--- config.mk ---
export PLATFORM = sky130hd
export DESIGN_NAME = barrel_shift_pipe
export DESIGN_NICKNAME = d
export VERILOG_FILES = /design/src/rtl/barrel_shift_pkg.sv /design/src/rtl/barrel_shift_stage.sv /design/src/rtl/barrel_shift_pipe.sv
export SDC_FILE = /design/constraint.sdc
export NUM_CORES = 1
export LEC_CHECK = 0
export ABC_AREA = 1
export BUFFER_PORTS_ARGS = -buffer_cell sky130_fd_sc_hd__buf_2
export CORE_MARGIN = 2
export CORE_UTILIZATION = 50
export CTS_CLUSTER_DIAMETER = 80
export DETAILED_ROUTE_END_ITERATION = 16
export MAX_ROUTING_LAYER = met4
export PLACE_DENSITY = 0.79
export SKIP_CTS_REPAIR_TIMING = 1
export SLEW_MARGIN = 20
export SYNTH_ARGS = -nofsm -noshare
export SYNTH_HDL_FRONTEND = slang
export SYNTH_HIERARCHICAL = 1
export SYNTH_SLANG_ARGS = --single-unit
--- constraint.sdc ---
create_clock -name clk -period 2.62 [get_ports clk]
set_input_delay 0.524 -clock clk [delete_from_list [all_inputs] [get_ports clk]]
set_output_delay 0.524 -clock clk [all_outputs]
set_load 0.05 [all_outputs]
--- src/rtl/barrel_shift_pkg.sv ---
// Shared types and width helpers for the pipelined barrel shifter.
package barrel_shift_pkg;

  typedef enum logic [1:0] {
    BSH_SLL = 2'b00,
    BSH_SRL = 2'b01,
    BSH_SRA = 2'b10,
    BSH_ROR = 2'b11
  } bsh_mode_t;

  // Shift-amount width for a given data width; never narrower than one bit.
  function automatic int bsh_amt_width(input int width);
    return (width < 2) ? 1 : $clog2(width);
  endfunction

endpackage

--- src/rtl/barrel_shift_stage.sv ---
// One level of the barrel shifter: a fixed shift by SHIFT bits applied when the
// matching amount bit is set, followed by the pipeline register that carries the
// operand's data, amount, mode, sign and valid to the next level.
module barrel_shift_stage
  import barrel_shift_pkg::*;
#(
  parameter int WIDTH = 8,
  parameter int SHIFT = 1,
  localparam int AMT_W = bsh_amt_width(WIDTH)
) (
  input  logic             clk,
  input  logic             rst_n,
  input  logic             en,
  input  logic             in_valid,
  input  logic [WIDTH-1:0] in_data,
  input  logic [AMT_W-1:0] in_amt,
  input  bsh_mode_t        in_mode,
  input  logic             in_sign,
  output logic [WIDTH-1:0] nxt_data,
  output logic             out_valid,
  output logic [WIDTH-1:0] out_data,
  output logic [AMT_W-1:0] out_amt,
  output bsh_mode_t        out_mode,
  output logic             out_sign
);

  // Amount bit that selects this level.
  localparam int LVL = $clog2(SHIFT);

  logic [WIDTH-1:0] shifted;

  // Fixed-distance shift for the operand's mode, then the 2:1 level mux.
  always_comb begin
    shifted = in_data;
    case (in_mode)
      BSH_SLL: shifted = in_data << SHIFT;
      BSH_SRL: shifted = in_data >> SHIFT;
      BSH_SRA: shifted = (in_data >> SHIFT) |
                         (in_sign ? ~({WIDTH{1'b1}} >> SHIFT) : {WIDTH{1'b0}});
      BSH_ROR: shifted = (in_data >> SHIFT) | (in_data << (WIDTH - SHIFT));
      default: shifted = in_data;
    endcase
    nxt_data = in_amt[LVL] ? shifted : in_data;
  end

  // Pipeline register; the whole pipe moves together on en, bubbles included.
  always_ff @(posedge clk or negedge rst_n) begin
    if (!rst_n) begin
      out_valid <= 1'b0;
      out_data  <= '0;
      out_amt   <= '0;
      out_mode  <= BSH_SLL;
      out_sign  <= 1'b0;
    end else if (en) begin
      out_valid <= in_valid;
      out_data  <= nxt_data;
      out_amt   <= in_amt;
      out_mode  <= in_mode;
      out_sign  <= in_sign;
    end
  end

endmodule

--- src/rtl/barrel_shift_pipe.sv ---
// Pipelined WIDTH-bit barrel shifter (SLL/SRL/SRA/ROR) with valid/ready on both
// sides. One registered mux level per amount bit, so latency is log2(WIDTH).
// Optional feature: define BSH_ZERO_FLAG_EN to add the registered out_zero flag.
module barrel_shift_pipe
  import barrel_shift_pkg::*;
#(
  parameter int WIDTH = 8,
  localparam int AMT_W = bsh_amt_width(WIDTH),
  localparam int LEVELS = AMT_W
) (
  input  logic             clk,
  input  logic             rst_n,
  input  logic             in_valid,
  output logic             in_ready,
  input  logic [WIDTH-1:0] in_data,
  input  logic [AMT_W-1:0] in_amt,
  input  logic [1:0]       in_mode,
  output logic             out_valid,
  input  logic             out_ready,
`ifdef BSH_ZERO_FLAG_EN
  output logic             out_zero,
`endif
  output logic [WIDTH-1:0] out_data
);

  // Index 0 is the input port; index k+1 is the register of level k.
  logic             v_s    [LEVELS+1];
  logic [WIDTH-1:0] d_s    [LEVELS+1];
  logic [AMT_W-1:0] amt_s  [LEVELS+1];
  bsh_mode_t        mode_s [LEVELS+1];
  logic             sign_s [LEVELS+1];
  logic [WIDTH-1:0] nxt_s  [LEVELS];

  logic adv;

  // Single global stall: everything advances unless a result is waiting unconsumed.
  assign adv      = out_ready | ~out_valid;
  assign in_ready = adv;

  assign v_s[0]    = in_valid;
  assign d_s[0]    = in_data;
  assign amt_s[0]  = in_amt;
  assign mode_s[0] = bsh_mode_t'(in_mode);
  // Sign is captured once at entry so SRA fill never depends on partially shifted data.
  assign sign_s[0] = in_data[WIDTH-1];

  for (genvar k = 0; k < LEVELS; k++) begin : g_level
    barrel_shift_stage #(
      .WIDTH (WIDTH),
      .SHIFT (1 << k)
    ) u_stage (
      .clk       (clk),
      .rst_n     (rst_n),
      .en        (adv),
      .in_valid  (v_s[k]),
      .in_data   (d_s[k]),
      .in_amt    (amt_s[k]),
      .in_mode   (mode_s[k]),
      .in_sign   (sign_s[k]),
      .nxt_data  (nxt_s[k]),
      .out_valid (v_s[k+1]),
      .out_data  (d_s[k+1]),
      .out_amt   (amt_s[k+1]),
      .out_mode  (mode_s[k+1]),
      .out_sign  (sign_s[k+1])
    );
  end

  assign out_valid = v_s[LEVELS];
  assign out_data  = d_s[LEVELS];

`ifdef BSH_ZERO_FLAG_EN
  logic zero_q;

  // Zero flag is registered alongside the last level so it lines up with out_data.
  always_ff @(posedge clk or negedge rst_n) begin
    if (!rst_n) begin
      zero_q <= 1'b0;
    end else if (adv) begin
      zero_q <= v_s[LEVELS-1] && (nxt_s[LEVELS-1] == '0);
    end
  end

  assign out_zero = zero_q;
`endif

  // Tail side-band fields and per-level mux outputs only feed the last level or the
  // optional flag; collect them so they are visibly consumed in every build.
  logic [LEVELS-1:0] unused_nxt;
  logic              unused_tail;

  for (genvar k = 0; k < LEVELS; k++) begin : g_sink
    assign unused_nxt[k] = ^nxt_s[k];
  end

  assign unused_tail = ^{amt_s[LEVELS], mode_s[LEVELS], sign_s[LEVELS], unused_nxt};

endmodule
**Yosys cells after proc, flatten, opt, wreduce, memory -nomap -nowiden**

Index checks and enable logic that the tools add are counted.

- Output and inout port bits: 10
- Memories kept: 0
- Bits in read-only memories: 0
- Bits in latches: 0
- Word-level logic and storage cells: 41
- Bits of input ports: 17
- RAM bits: 0
- Register bits after elaboration: 39

- Divide/modulo/power cells: 0
- $lt $le $gt $ge: 0
- Multiply operators: 0
- Mux-type cells: 9
- Add/subtract/negate cells: 0
- Equal/unequal tests: 9
- Shifts and indexed selects: 0
- Bitwise logic cells: 8
- Reduce and logical (&&, ||, !) cells: 3

Operators with widths:

| cell | count |
|---|---|
| 8-bit one-hot mux with 4 select lines | 3 |
| 8-bit 2-to-1 mux | 6 |
| 4-bit by 8-bit OR with 8-bit output | 2 |
| 6-bit by 8-bit OR with 8-bit output | 2 |
| 7-bit by 8-bit OR with 8-bit output | 2 |
| 2-bit equality test, second input constant | 6 |
| 2-bit by 1-bit equality test with 1-bit output, second input constant | 3 |
| 2-bit zero test | 3 |
| 1-bit NOT | 1 |
| 1-bit OR | 1 |

**Depth between registers and ports, before layout**

- Depth in word-level cells: 4
- Depth in mapped cells: 7
- Mapped depth without buffers: 7

**Hierarchy**

Netlist, hierarchy kept.

Modules (own cells, without submodules):

| module | times used | area an instance (um2) | cells an instance |
|---|---|---|---|
| barrel_shift_stage (g_level[0].u_stage) | 1 | 807.0 | 107 |
| barrel_shift_stage (g_level[1].u_stage) | 1 | 807.0 | 109 |
| barrel_shift_stage (g_level[2].u_stage) | 1 | 757.0 | 95 |
| barrel_shift_pipe | 1 | 7.5 | 2 |

**Worst setup path after synthesis**

OpenSTA, ideal clock, no wires.

- Path type: register -> register
- Start: register g_level[2].u_stage.out_valid
- End: register g_level[2].u_stage.out_data[4]
- Buffers on the path: 2
- Data arrival time: 1.842 ns
- Stages on the path, launching flop included: 7
- Data required time: 2.554 ns
- Setup slack: 0.712 ns
- Cell sequence: dfrtp_1 -> nand2_1 -> buf_4 -> inv_2 -> buf_6 -> nand2_1 -> nand2_1

- Cells in the longest elaborated chain, start to end: 2

RTL lines:

| element | line | RTL |
|---|---|---|
| start: declaration | barrel_shift_stage.sv:20 | `output logic out_valid,` |
| start signal: assignment | barrel_shift_stage.sv:55 | `out_valid <= in_valid;` |
| 1-bit NOT | barrel_shift_pipe.sv:37 | `assign adv = out_ready \| ~out_valid;` |
| 1-bit OR | barrel_shift_pipe.sv:37 |  |
| named net in_ready | barrel_shift_pipe.sv:14 | `output logic in_ready,` |
| end signal: assignment | barrel_shift_stage.sv:56 | `out_data <= nxt_data;` |
| end: declaration | barrel_shift_stage.sv:21 | `output logic [WIDTH-1:0] out_data,` |

The timed path passes the listed nets, and every way through them passes these cells.
A chain may end at the register's enable or synchronous reset.

**Final worst setup path**

- Start: register g_level[2].u_stage.out_valid
- End: output port in_ready

- Cells in the longest elaborated chain, start to end: 2

RTL lines:

| element | line |
|---|---|
| 1-bit NOT | barrel_shift_pipe.sv:37 |
| 1-bit OR | barrel_shift_pipe.sv:37 |
| end: declaration | barrel_shift_pipe.sv:14 |

Every way passes these cells.

==> key figures <==
Run status
  – Outcome: complete, no violations

Job
  – Max-cap violations: 0

Finish
  – Post-route cell area: 2160 µm²
  – Sequential cell area: between 900 and 1000 µm²
  – Fin cells: roughly 330
  – Commonest non-fill, non-tap cells in the layout: nand2_1 (115), nand3_1 (39), dfrtp_1 (36), buf_2 (26), inv_1 (14)
  – Multi-input gate area: about 870 µm²
  – Area growth, synth to finish: 11.1%
  – Share of cells above drive strength 1: between 10% and 20%
  – Commonest non-fill, non-tap cell in the layout: nand2_1
  – Post-layout util: just under 60%
  – Fill cells: 374
  – Layout net count: 302
  – # diodes: 0

Placed design
  – HPWL Detailed: 2590 µm
  – Port bufs: 26
  – Placed Area: between 2000 and 2500 µm²
  – Routability cong.: 0.827
  – Dpl cells: 326
  – Pre-CTS setup slack: 966 ps

STA
  – Slew margin rel.: approximately 50%
  – RSZ-0062 raised after global routing: false
  – Slew at the pin closest to its max-slew limit: slightly below 800 ps
  – WHS: slightly above 300 ps
  – Final Hold Viols: 0
  – Worst setup margin: 1050 ps
  – Final setup viols: 0
  – Max Clock Freq: 637 MHz
  – Fin crit share: between 50 and 60%
  – Clk_skew: between 6 and 7 ps
  – Final setup TNS: 0 ps
  – Tmin final: between 1500 and 2000 ps
  – Final slew viol count: 0

Drt
  – Detail-routed via count per cell: ~4.9
  – Remaining DRCs: 0
  – WL/cell: 10.7 µm
  – WL final: ~3600 µm
  – Drt pass-1 iters: 4
  – DRT iter0 DRCs: approximately 120
  – Antenna-violating nets left: 0
  – Via count: between 1,500 and 2,000

Setup path
  – Data required time at the worst endpoint: approximately 2100 ps
  – Slowest cell delay on critical path: about 390 ps
  – Nature of the critical path startpoint: flop
  – Worst path arrival time: about 1100 ps
  – Worst Setup End Kind: primary output
  – CP Class: flop to primary output
  – Crit-path cells: nand2_1 -> buf_2
  – Critical path fanouts, max: 3
  – Slowest CP cell: dfrtp_1
  – R2r setup slk: 1190 ps

Global route
  – Largest net degree at the start of global routing: 42
  – Total track usage: 20.1%
  – Vias in the first global route: between 1,500 and 2,000
  – Grt ovf: 0
  – First-pass GRT wire length: around 6500 µm
  – Initial antenna violation count: 0

Synthesis
  – Syn_nets: between 200 and 300
  – Gate count of the mapped netlist: roughly 260
  – Mapped cell area: a little under 2000 µm²
  – Syn Area/Cell: about 7.4 µm²
  – Yosys warning count: 6

Die
  – Die width: approximately 66 µm
  – Num rows: 22
  – DIE AREA: between 4000 and 5000 µm²
  – Core region area: about 3700 µm²
  – Die height: approximately 66 µm
  – Starting Density: between 50% and 60%
  – I/O pin total: 27

Clock tree
  – H-tree depth: 2
  – Clock buffer depth: 2
  – Clk sinks: 36
  – Clock Pin Slew Worst Setup and Hold Paths: 70 ps
  – Clock Latency Late Sink: 290 ps
  – Cts bufs inserted: 5
  – Clock tree from TritonCTS: done
  – Clock Tree Root: clkbuf_8

Hold path
  – HP Class: input port to asynchronous set/reset pin

Power and ir drop
  – Worst VDD drop: between 300 and 400 µV
  – Pwr dens: roughly 1100 nW/µm²
  – Total Power Consumption: about 2.5 mW
  – P_leak: ~1.2 nW
-- worst paths after layout --
path / startpoint / to / cells after the start
max: g_level[2].u_stage/out_valid$_DFFE_PN0P_ / in_ready / 2
min reg2reg: g_level[1].u_stage/out_sign$_DFFE_PN0P_ / g_level[1].u_stage/out_sign$_DFFE_PN0P_ / 2
min in group clk: in_valid / g_level[0].u_stage/out_valid$_DFFE_PN0P_ / 3
max reg2reg: g_level[2].u_stage/out_valid$_DFFE_PN0P_ / g_level[1].u_stage/out_data[2]$_DFFE_PN0P_ / 5
max in group asynchronous: rst_n / g_level[0].u_stage/out_data[5]$_DFFE_PN0P_ / 1
min: rst_n / g_level[2].u_stage/out_data[2]$_DFFE_PN0P_ / 1
-- report_power, final --
group	leakage, nW	switching [mW]	internal, mW	total [mW]
combinational	0.670	0.702	0.313	1.02
sequential	0.430	0.189	0.786	0.976
clock	0.0552	0.188	0.282	0.470
-- metal layers --
metal,vias up,part of all wire [%],track usage (%)
met5,-,0,-
met4,0,3.0,9.95
met3,9,5.8,5.79
met2,44,47,32.6
met1,712,44,22.7
li1,868,-,-
-- layout make-up --
| class | instances | share of cell area (%) |
|---|---|---|
| sequential | 36 | 41.7 |
| inverter | 20 | 3.71 |
| clock inverter | 2 | 1.62 |
| multi-input combinational | 195 | 40.4 |
| tap | 48 | 2.78 |
| timing repair buffer | 27 | 6.38 |
| clock buffer | 6 | 3.36 |
-- worst max-delay path, delay by kind of cell, from the launching register on --
family                 cells  cell delay (ps)
buffers and inverters      1              280
flip-flops                 1              390
AND/OR/NAND/NOR            1               90
-- state kept, by name (all words and copies together), names as in the netlist --
signal and flops:
g_level.u_stage/out_data 24, g_level.u_stage/out_amt 3, g_level.u_stage/out_mode 4, g_level.u_stage/out_valid 3
g_level.u_stage/out_sign 2
Power figures use the tool's default switching activity.
